File: config.mk
export PLATFORM = sky130hd
export DESIGN_NAME = sine_rom_sequencer
export DESIGN_NICKNAME = d
export VERILOG_FILES = /design/src/rtl/sine_rom_sequencer.sv
export SDC_FILE = /design/constraint.sdc
export NUM_CORES = 1
export LEC_CHECK = 0
export ABC_CLOCK_PERIOD_IN_PS = 4600
export CAP_MARGIN = 20
export CORE_UTILIZATION = 40
export CTS_BUF_LIST = sky130_fd_sc_hd__clkbuf_4
export DETAILED_ROUTE_END_ITERATION = 10
export PLACE_DENSITY = 0.69
export SYNTH_ARGS = -nofsm -noshare
export SYNTH_HDL_FRONTEND = slang
export SYNTH_SLANG_ARGS = --single-unit
File: constraint.sdc
create_clock -name clk -period 4.6 [get_ports clk]
set_input_delay 0.92 -clock clk [delete_from_list [all_inputs] [get_ports clk]]
set_output_delay 0.92 -clock clk [all_outputs]
set_load 0.02 [all_outputs]
File: src/rtl/sine_rom_sequencer.sv
// Plays the sine table out of a synchronous sample ROM: paced address generation with modulo-DEPTH
// stepping, and realignment of the 1-cycle ROM latency into a sample/valid stream.
module sine_rom_sequencer #(
  parameter int unsigned WIDTH     = 32,
  parameter int unsigned DEPTH     = 64,
  parameter int unsigned DIV_WIDTH = 16,
  localparam int unsigned AW       = $clog2(DEPTH)
) (
  input  logic                 clk,
  input  logic                 rst,
  input  logic                 start,
  input  logic                 stop,
  input  logic [DIV_WIDTH-1:0] div,
  input  logic [AW-1:0]        step,
  output logic                 rom_en,
  output logic [AW-1:0]        rom_addr,
  input  logic [WIDTH-1:0]     rom_data,
  output logic [WIDTH-1:0]     sample,
  output logic                 sample_valid,
  output logic                 wrap,
  output logic                 busy
);

  localparam int unsigned SumW = AW + 1;
  localparam logic [SumW-1:0] DepthSum = SumW'(DEPTH);

  typedef enum logic [1:0] {StIdle, StRun, StDrain} state_e;

  state_e               state_q, state_d;
  logic [DIV_WIDTH-1:0] cnt_q, cnt_d;
  logic [DIV_WIDTH-1:0] div_q, div_d;
  logic [AW-1:0]        step_q, step_d;
  logic [AW-1:0]        addr_q, addr_d;
  logic                 wrap_addr_q, wrap_addr_d;
  logic                 en_d1_q, en_d1_d;
  logic                 wrap_d1_q, wrap_d1_d;
  logic [WIDTH-1:0]     sample_q, sample_d;
  logic                 sample_valid_q, sample_valid_d;
  logic                 wrap_q, wrap_d;

  logic                 launch;
  logic [SumW-1:0]      addr_sum;
  logic                 addr_wrapped;
  logic [AW-1:0]        addr_next;

  // stop has priority over start in IDLE
  assign launch = (state_q == StIdle) && start && !stop;

  // Sum is one bit wider so the modulo-DEPTH compare works for non-power-of-2 DEPTH.
  always_comb begin
    addr_sum     = {1'b0, addr_q} + {1'b0, step_q};
    addr_wrapped = (addr_sum >= DepthSum);
    addr_next    = AW'(addr_wrapped ? (addr_sum - DepthSum) : addr_sum);
  end

  // State register
  always_ff @(posedge clk) begin
    if (rst) begin
      state_q <= StIdle;
    end else begin
      state_q <= state_d;
    end
  end

  // Next-state logic
  always_comb begin
    state_d = state_q;
    unique case (state_q)
      StIdle:  if (launch) state_d = StRun;
      StRun:   if (stop) state_d = StDrain;
      StDrain: if (!en_d1_q) state_d = StIdle;
      default: state_d = StIdle;
    endcase
  end

  // FSM outputs
  always_comb begin
    rom_en = 1'b0;
    busy   = 1'b0;
    unique case (state_q)
      StIdle:  ;
      StRun: begin
        rom_en = (cnt_q == '0);
        busy   = 1'b1;
      end
      StDrain: busy = 1'b1;
      default: ;
    endcase
  end

  // Address generation and read pacing
  always_comb begin
    cnt_d       = cnt_q;
    div_d       = div_q;
    step_d      = step_q;
    addr_d      = addr_q;
    wrap_addr_d = wrap_addr_q;
    if (launch) begin
      div_d       = div;
      step_d      = (step == '0) ? AW'(1) : step;
      cnt_d       = '0;
      addr_d      = '0;
      wrap_addr_d = 1'b0;
    end else if (state_q == StRun) begin
      if (rom_en) begin
        cnt_d       = div_q;
        addr_d      = addr_next;
        wrap_addr_d = addr_wrapped;
      end else begin
        cnt_d = cnt_q - DIV_WIDTH'(1);
      end
    end
  end

  // Read-latency realignment
  always_comb begin
    en_d1_d        = rom_en;
    wrap_d1_d      = rom_en & wrap_addr_q;
    sample_d       = en_d1_q ? rom_data : sample_q;
    sample_valid_d = en_d1_q;
    wrap_d         = en_d1_q & wrap_d1_q;
  end

  always_ff @(posedge clk) begin
    if (rst) begin
      cnt_q          <= '0;
      div_q          <= '0;
      step_q         <= '0;
      addr_q         <= '0;
      wrap_addr_q    <= 1'b0;
      en_d1_q        <= 1'b0;
      wrap_d1_q      <= 1'b0;
      sample_q       <= '0;
      sample_valid_q <= 1'b0;
      wrap_q         <= 1'b0;
    end else begin
      cnt_q          <= cnt_d;
      div_q          <= div_d;
      step_q         <= step_d;
      addr_q         <= addr_d;
      wrap_addr_q    <= wrap_addr_d;
      en_d1_q        <= en_d1_d;
      wrap_d1_q      <= wrap_d1_d;
      sample_q       <= sample_d;
      sample_valid_q <= sample_valid_d;
      wrap_q         <= wrap_d;
    end
  end

  assign rom_addr     = addr_q;
  assign sample       = sample_q;
  assign sample_valid = sample_valid_q;
  assign wrap         = wrap_q;

`ifndef SYNTHESIS
  // DRAIN only exits once the pipeline is empty, so no sample can appear while idle.
  a_valid_busy: assert property (@(posedge clk) disable iff (rst) sample_valid |-> busy);
`endif

endmodule

* Word level (Yosys, flattened, before mapping)
Index checks and enable logic that the tools add are counted.
** Word-level totals
- Bits of input ports :: 58
- Memory bits (read-only) :: 0
- Memories :: 0
- Register bits after elaboration :: 83
- Output and inout port bits :: 42
- Bits in writable memories :: 0
- Bits in latches :: 0
** Operators by class
- Bitwise logic cells :: 2
- Mux-type cells :: 9
- Reduce and logical (&&, ||, !) cells :: 10
- Shift-type cells :: 0
- $lt $le $gt $ge :: 1
- Div/mod/pow operators :: 0
- Equality and inequality tests :: 5
- Multipliers :: 0
- Add/sub/neg operators :: 3
** Operator list (count)
- 16-bit logical NOT :: 1
- 16-bit two-way mux :: 1
- 16-bit by 1-bit subtractor with 16-bit output (second input constant) :: 1
- 6-bit two-way mux :: 2
- 6-bit by 6-bit adder with 7-bit output :: 1
- 7-bit greater-or-equal comparator (second input constant) :: 1
- 6-bit logical NOT :: 1
- 2-bit two-way mux :: 3
- 2-bit != test (second input constant) :: 3
- 2-bit one-hot mux with 3 select lines :: 1
- 6-bit by 1-bit subtractor with 6-bit output (second input constant) :: 1
- 2-bit OR reduction :: 2
- 3-bit AND reduction :: 1
- 1-bit bitwise AND :: 2
- 2-bit by 1-bit equality test with 1-bit output (second input constant) :: 1
- 2-bit equality test (second input constant) :: 1
- 1-bit logical AND :: 2
- 2-bit logical NOT :: 1
- 1-bit two-way mux :: 2
- 2-bit AND reduction :: 1
- 1-bit logical NOT :: 1

* Depth between registers and ports, before layout
Gate-level depths: netlist of the first run.
- Depth in word-level cells :: 5
- Depth in mapped cells :: 8

* Worst setup path after synthesis of the first run
No wires, ideal clock.
- Path type :: register to output
- From :: reg cnt_q[3]
- To :: out rom_en
- Arrival :: 1374 ps
- Stages on the path, launching flop included :: 6
- Path slack :: 2306 ps
- Buffers on the path :: 2
- Cells stage by stage :: dfxtp_1 > buf_6 > nor4_4 > nand4_4 > inv_2 > buf_4
** Between the ends
- Word-level cells in the longest chain between the ends :: 2
** Ends and longest elaborated chain
- from (decl) :: RTL line 30 : logic [DIV_WIDTH-1:0] cnt_q, cnt_d;
- from (signal assigned) :: RTL line 137 : cnt_q <= cnt_d;
- 16-bit logical NOT :: RTL line 83 : rom_en = (cnt_q == '0);
- 1-bit two-way mux :: RTL line 80 : unique case (state_q)
- to (decl) :: RTL line 15 : output logic rom_en,
No other way between the ends.

* Worst setup path after layout of the first run
- From :: reg state_q[1]
- To :: out rom_en
** Between the ends
- Word-level cells in the longest chain between the ends :: 2
** Ends and longest elaborated chain
- from (decl) :: RTL line 29 : state_e state_q, state_d;
- from (signal assigned) :: RTL line 59 : state_q <= StIdle;
- from (signal assigned) :: RTL line 61 : state_q <= state_d;
- 2-bit by 1-bit equality test with 1-bit output :: RTL line 80
- 1-bit two-way mux :: RTL line 80
No other way between the ends.

==> results.sh, run 1 <==
export IMPL_status="completed"
export IMPL_crit_slowest_cell="ha_1"
export IMPL_syn_area_per_cell_um2=8.97
export IMPL_critPathArrivalTime_ns=2.81
export IMPL_cts_tree="built"
export IMPL_routed_wirelength_um=9170
export IMPL_layout_drive_gt1_share_pct=6.82
export IMPL_ys_seq_elements=83
export IMPL_antenna_cells=0
export IMPL_grt_pass1_vias=3247
export IMPL_drt_pass1_iterations=4
export IMPL_yosysMostFrequentCell="dfxtp_1"
export IMPL_min_period_over_period_pct=81.0
export IMPL_antenna_left=0
export IMPL_critPathBufInv=3
export IMPL_ctsResizeCount=0
export IMPL_clock_skew_ns=0.0158
export IMPL_cts_setup_buffers=0
export IMPL_clock_sinks=83
export IMPL_clk_latency_ns=0.43
export IMPL_die_y_um=99.1
export IMPL_htreeDepth=3
export IMPL_hold_viol=0
export IMPL_cts_buffer_depth=2
export IMPL_crit_required_ns=3.68
export IMPL_antenna_found_initial=0
export IMPL_synthTopCellsByCount="83 x dfxtp_1, 63 x nand2_1, 48 x nor2_1"
export IMPL_start_kind="flip-flop"
export IMPL_path_clk_slew_ns=0.16
export IMPL_tightest_slew_ns=0.987
export IMPL_gp_congestion=0.885
export IMPL_peakVddDrop_v=0.000280
export IMPL_grt_use_total_pct=19.5
export IMPL_dp_hpwl_um=6290
export IMPL_hold_ws_ns=0.450
export IMPL_die_w_um=99.1
export IMPL_setup_viol=0
export IMPL_synth_distinct_cells=62
export IMPL_slew_violations=0
export IMPL_powerDensity_mw_per_mm2=649
export IMPL_vias=3303
export IMPL_drc=0
export IMPL_grt_max_degree=62
export IMPL_end_kind="output port"
export IMPL_dpl_worst_slack_ns=1.35
export IMPL_grt_pass1_wl_um=15200
export IMPL_yosysSeqAreaShare_pct=44.1
export IMPL_die_area_mm2=0.00981
export IMPL_io_buffer_count=99
export IMPL_max_freq_ghz=0.268
export IMPL_io_pins=100
export IMPL_period_minus_slack_ns=3.73
export IMPL_leakagePower_nw=1.85
export IMPL_cts_hold_buf=0
export IMPL_path_cells="inv_1 > ha_1 > and4bb_1 > nand4_4 > inv_2 > clkdlybuf4s50_1"
export IMPL_ys_flop_type="dfxtp_1"
export IMPL_synth_area_mm2=0.00377
export IMPL_wl_per_cell_um=14.7
export IMPL_synth_area_leaders="dfxtp_1 44%, mux2i_1 11%, nand2_1 6.3%"
export IMPL_rsz0062_at_grt="false"
export IMPL_clock_root_buffer="clkbuf_4"
export IMPL_path_max_fanout=24
export IMPL_drtIter0Drc=138
export IMPL_synth_nets=492
export IMPL_yosysWarnings=0
export IMPL_start_util_pct=41.0
export IMPL_setup_ws_ns=0.872
export IMPL_numCtsBuffers=9
export IMPL_crit_family="buffers and inverters"
export IMPL_yosysTopAreaCell="dfxtp_1"
export IMPL_overflow=0
export IMPL_netlist_area_leader_share_pct=44.1
export IMPL_nets=580
export IMPL_synth_edf_count=0
export IMPL_hold_class="flip-flop to flip-flop"
export IMPL_async_flop_share_pct=0
export IMPL_post_route_util_pct=53.7
export IMPL_synthToLayoutAreaGrowth_pct=31.1
export IMPL_core_region_area_mm2=0.00920
export IMPL_maxCapViolations=0
export IMPL_max_slew_margin_rel_pct=34.2
export IMPL_slowest_delay_ns=0.68
export IMPL_viasPerCell=5.29
export IMPL_core_rowCount=35
export IMPL_syn_inst=420
export IMPL_path_class="flip-flop to output port"
export IMPL_setup_tns_final_ns=0
## metal layers
layer	global-route usage, %	vias up	part of all wire [%]
met4	7.24	0	1.7
li1	-	1652	-
met1	23.9	1511	45
met2	30.8	125	44
met3	7.87	15	9.8
met5	0	-	0
## layout by cell type, fill, tap and decap left out, types with 6 or more instances in the layout
master,instances
inv_1,10
mux2i_1,41
clkbuf_4,9
dfxtp_1,82
a21oi_1,30
ha_1,13
nand2b_1,6
clkdlybuf4s50_1,98
nand3_1,6
o22ai_1,9
nor2_1,48
nor3_1,11
nand2_1,63
a211oi_1,6
## worst reg2reg max path: cells and delay by family, from the launching register on
family | cells | cell delay, ns
AND/OR/NAND/NOR | 2 | 0.54
AO/OA/AOI/OAI | 2 | 0.44
buffers and inverters | 2 | 0.40
flip-flops | 1 | 0.36
adder cells (fa/ha/maj) | 1 | 0.68
## area by class of cell
class                           count  area [um2]
Sequential cell                    83        1660
Clock buffer                        9        67.6
Multi-Input combinational cell    299        1940
Timing Repair Buffer              104        1020
Fill cell                         852        4260
Tap cell                          111         139
Inverter                           11        41.3
Clock inverter                      7        61.3
## flip-flops by register name (all words and copies together), names as in the netlist
name / flops
div_q: 16
step_q: 6
sample: 32
rom_addr: 6
en_d1_q: 1
wrap_addr_q: 1
sample_valid: 1
wrap: 1
cnt_q: 16
wrap_d1_q: 1
state_q: 2
## final timing paths
kind / from / endpoint / slack (ns) / cells past startpoint
setup / recovery: state_q[1] / rom_en / 0.87 / 6
hold / removal: wrap_d1_q / wrap / 0.45 / 1
setup reg to reg: state_q[1] / rom_addr[3] / 2.13 / 7
hold reg to reg: wrap_d1_q / wrap / 0.45 / 1
## power by group
part | internal (mW) | switching [mW] | leakage (nW)
Combinational | 0.759 | 0.960 | 1.11
Sequential | 0.883 | 0.204 | 0.674
Clock | 0.119 | 0.279 | 0.0646
## stage by stage
step,cells,area [um2],power [mW]
floorplan,420,3770,2.36
global placement,608,4810,2.80
detailed placement,608,4810,2.81
CTS,624,4940,3.22
global route,624,4940,3.45
finish,624,4940,3.20
## cell families after synthesis
group | count (synthesis) | share of synthesized area, %
adder cells (fa/ha/maj) | 14 | 4.85
multiplexers | 41 | 10.9
buffers and inverters | 38 | 4.35
flip-flops | 83 | 44.1
AND/OR/NAND/NOR | 163 | 21.5
XOR/XNOR | 1 | 0.233
AO/OA/AOI/OAI | 80 | 14.1
(Power assumes the default switching activity.)
==> inputs of run 2 (changes only) <==
--- a/config.mk
+++ b/config.mk
@@ -5,12 +5,12 @@
 export SDC_FILE = /design/constraint.sdc
 export NUM_CORES = 1
 export LEC_CHECK = 0
-export ABC_CLOCK_PERIOD_IN_PS = 4600
+export ABC_CLOCK_PERIOD_IN_PS = 3400
 export CAP_MARGIN = 20
 export CORE_UTILIZATION = 40
 export CTS_BUF_LIST = sky130_fd_sc_hd__clkbuf_4
 export DETAILED_ROUTE_END_ITERATION = 10
-export PLACE_DENSITY = 0.69
+export PLACE_DENSITY = 0.72
 export SYNTH_ARGS = -nofsm -noshare
 export SYNTH_HDL_FRONTEND = slang
 export SYNTH_SLANG_ARGS = --single-unit
==> constraint.sdc (replaced) <==
create_clock -name clk -period 3.4 [get_ports clk]
set_input_delay 0.68 -clock clk [delete_from_list [all_inputs] [get_ports clk]]
set_output_delay 0.68 -clock clk [all_outputs]
set_load 0.02 [all_outputs]
==> results.sh, run 2 (same netlist as run 1, synthesis figures left out) <==
export IMPL_p_int_mw=2.53
export IMPL_drtIter0Drc=210
export IMPL_powerDensity_mw_per_mm2=898
export IMPL_p_switching_mw=1.96
export IMPL_antenna_cells=0
export IMPL_critPathArrivalTime_ns=2.50
export IMPL_hold_class="flip-flop to flip-flop"
export IMPL_numCtsBuffers=9
export IMPL_path_clk_slew_ns=0.14
export IMPL_synthToLayoutAreaGrowth_pct=32.8
export IMPL_core_region_area_mm2=0.00920
export IMPL_status="completed"
export IMPL_die_y_um=99.1
export IMPL_grt_pass1_vias=3288
export IMPL_cts_setup_buffers=0
export IMPL_antenna_found_initial=0
export IMPL_start_kind="flip-flop"
export IMPL_clock_sinks=83
export IMPL_start_util_pct=41.0
export IMPL_max_slew_margin_rel_pct=58.3
export IMPL_path_class="flip-flop to output port"
export IMPL_end_kind="output port"
export IMPL_power_mw=4.49
export IMPL_overflow=0
export IMPL_max_freq_ghz=0.315
export IMPL_clock_skew_ns=0.0146
export IMPL_grt_max_degree=39
export IMPL_cts_buffer_depth=2
export IMPL_layout_drive_gt1_share_pct=7.36
export IMPL_die_area_mm2=0.00981
export IMPL_tightest_slew_ns=0.626
export IMPL_maxCapViolations=0
export IMPL_antenna_left=0
export IMPL_die_w_um=99.1
export IMPL_leakagePower_nw=1.89
export IMPL_slew_violations=0
export IMPL_grt_pass1_wl_um=15300
export IMPL_clock_root_buffer="clkbuf_4"
export IMPL_path_max_fanout=14
export IMPL_final_cell_mix="98 x clkdlybuf4s50_1, 82 x dfxtp_1, 63 x nand2_1, 48 x nor2_1, 41 x mux2i_1"
export IMPL_cts_tree="built"
export IMPL_vias=3286
export IMPL_drt_pass1_iterations=4
export IMPL_clockPowerShare_pct=15.4
export IMPL_routed_wirelength_um=9210
export IMPL_io_pins=100
export IMPL_peakVddDrop_v=0.000375
export IMPL_seqPwrFrac_pct=31.7
export IMPL_viasPerCell=5.24
export IMPL_period_minus_slack_ns=3.18
export IMPL_dp_hpwl_um=6460
export IMPL_nets=583
export IMPL_crit_required_ns=2.72
export IMPL_wl_per_cell_um=14.7
export IMPL_min_period_over_period_pct=93.4
export IMPL_setup_viol=0
export IMPL_switching_share_pct=43.6
export IMPL_gp_congestion=0.847
export IMPL_hold_viol=0
export IMPL_drc=0
export IMPL_largest_reg_flops=32
export IMPL_rsz0062_at_grt="false"
export IMPL_grt_use_total_pct=19.6
export IMPL_final_common_cell="clkdlybuf4s50_1"
export IMPL_clk_latency_ns=0.44
export IMPL_htreeDepth=3
export IMPL_core_rowCount=35
export IMPL_setup_tns_final_ns=0
export IMPL_power_frac_comb_pct=52.9
export IMPL_io_buffer_count=99
-- run 2: final cells by class --
cell class | instances | area (um2)
clock inverter | 7 | 106
sequential | 83 | 1660
clock buffer | 9 | 67.6
fill | 818 | 4190
multi-input combinational | 299 | 1940
timing repair buffer | 107 | 1050
tap | 111 | 139
inverter | 11 | 41.3
-- run 2: power by group through the flow --
stage | logic [mW] | clock network (mW) | registers [mW]
after detailed placement | 2.37 | 0 | 1.44
final | 2.38 | 0.692 | 1.43
after global placement | 2.34 | 0 | 1.43
after floorplan | 1.72 | 0 | 1.47
after global routing | 2.61 | 0.762 | 1.46
after CTS | 2.38 | 0.709 | 1.42
-- run 2: through the flow --
stage | hold slack, ns | cell area (um2) | setup WS (ns) | instances | utilization, %
finish | 0.466 | 5000 | 0.224 | 627 | 54.4
detailed placement | 0.434 | 4830 | 0.679 | 611 | 52.5
CTS | 0.469 | 5000 | 0.164 | 627 | 54.4
floorplan | 0.406 | 3770 | 1.35 | 420 | -
global placement | 0.443 | 4830 | 0.751 | 611 | 52.5
global route | 0.491 | 5000 | 0.0554 | 627 | 54.4
-- run 2: repair_timing --
action,CTS,global route
hold buffers,0,0
setup endpoints to repair,0,1
resized for setup,0,0
-- run 2: per-layer routing --
layer	vias to the layer above	part of all wire (%)	GRT usage (%)
met5	-	0	0
met4	0	1.4	9.28
met2	110	45	30.4
met3	10	8.4	5.96
met1	1513	45	24.8
li1	1653	-	-
-- run 2: final timing paths --
check        slack (ns)        to       start  depth (start not counted)
min                0.47  div_q[7]    div_q[7]                          2
min reg2reg        0.47  div_q[7]    div_q[7]                          2
max reg2reg        1.33  cnt_q[9]  state_q[1]                          7
max                0.22    rom_en  state_q[1]                          6
-- run 2: critical path, stage by stage (launching register included) --
cell	delay, ns
dfxtp_1	0.35
inv_1	0.13
ha_1	0.20
and4bb_1	0.32
nand4_4	0.12
inv_2	0.27
clkdlybuf4s50_1	0.67
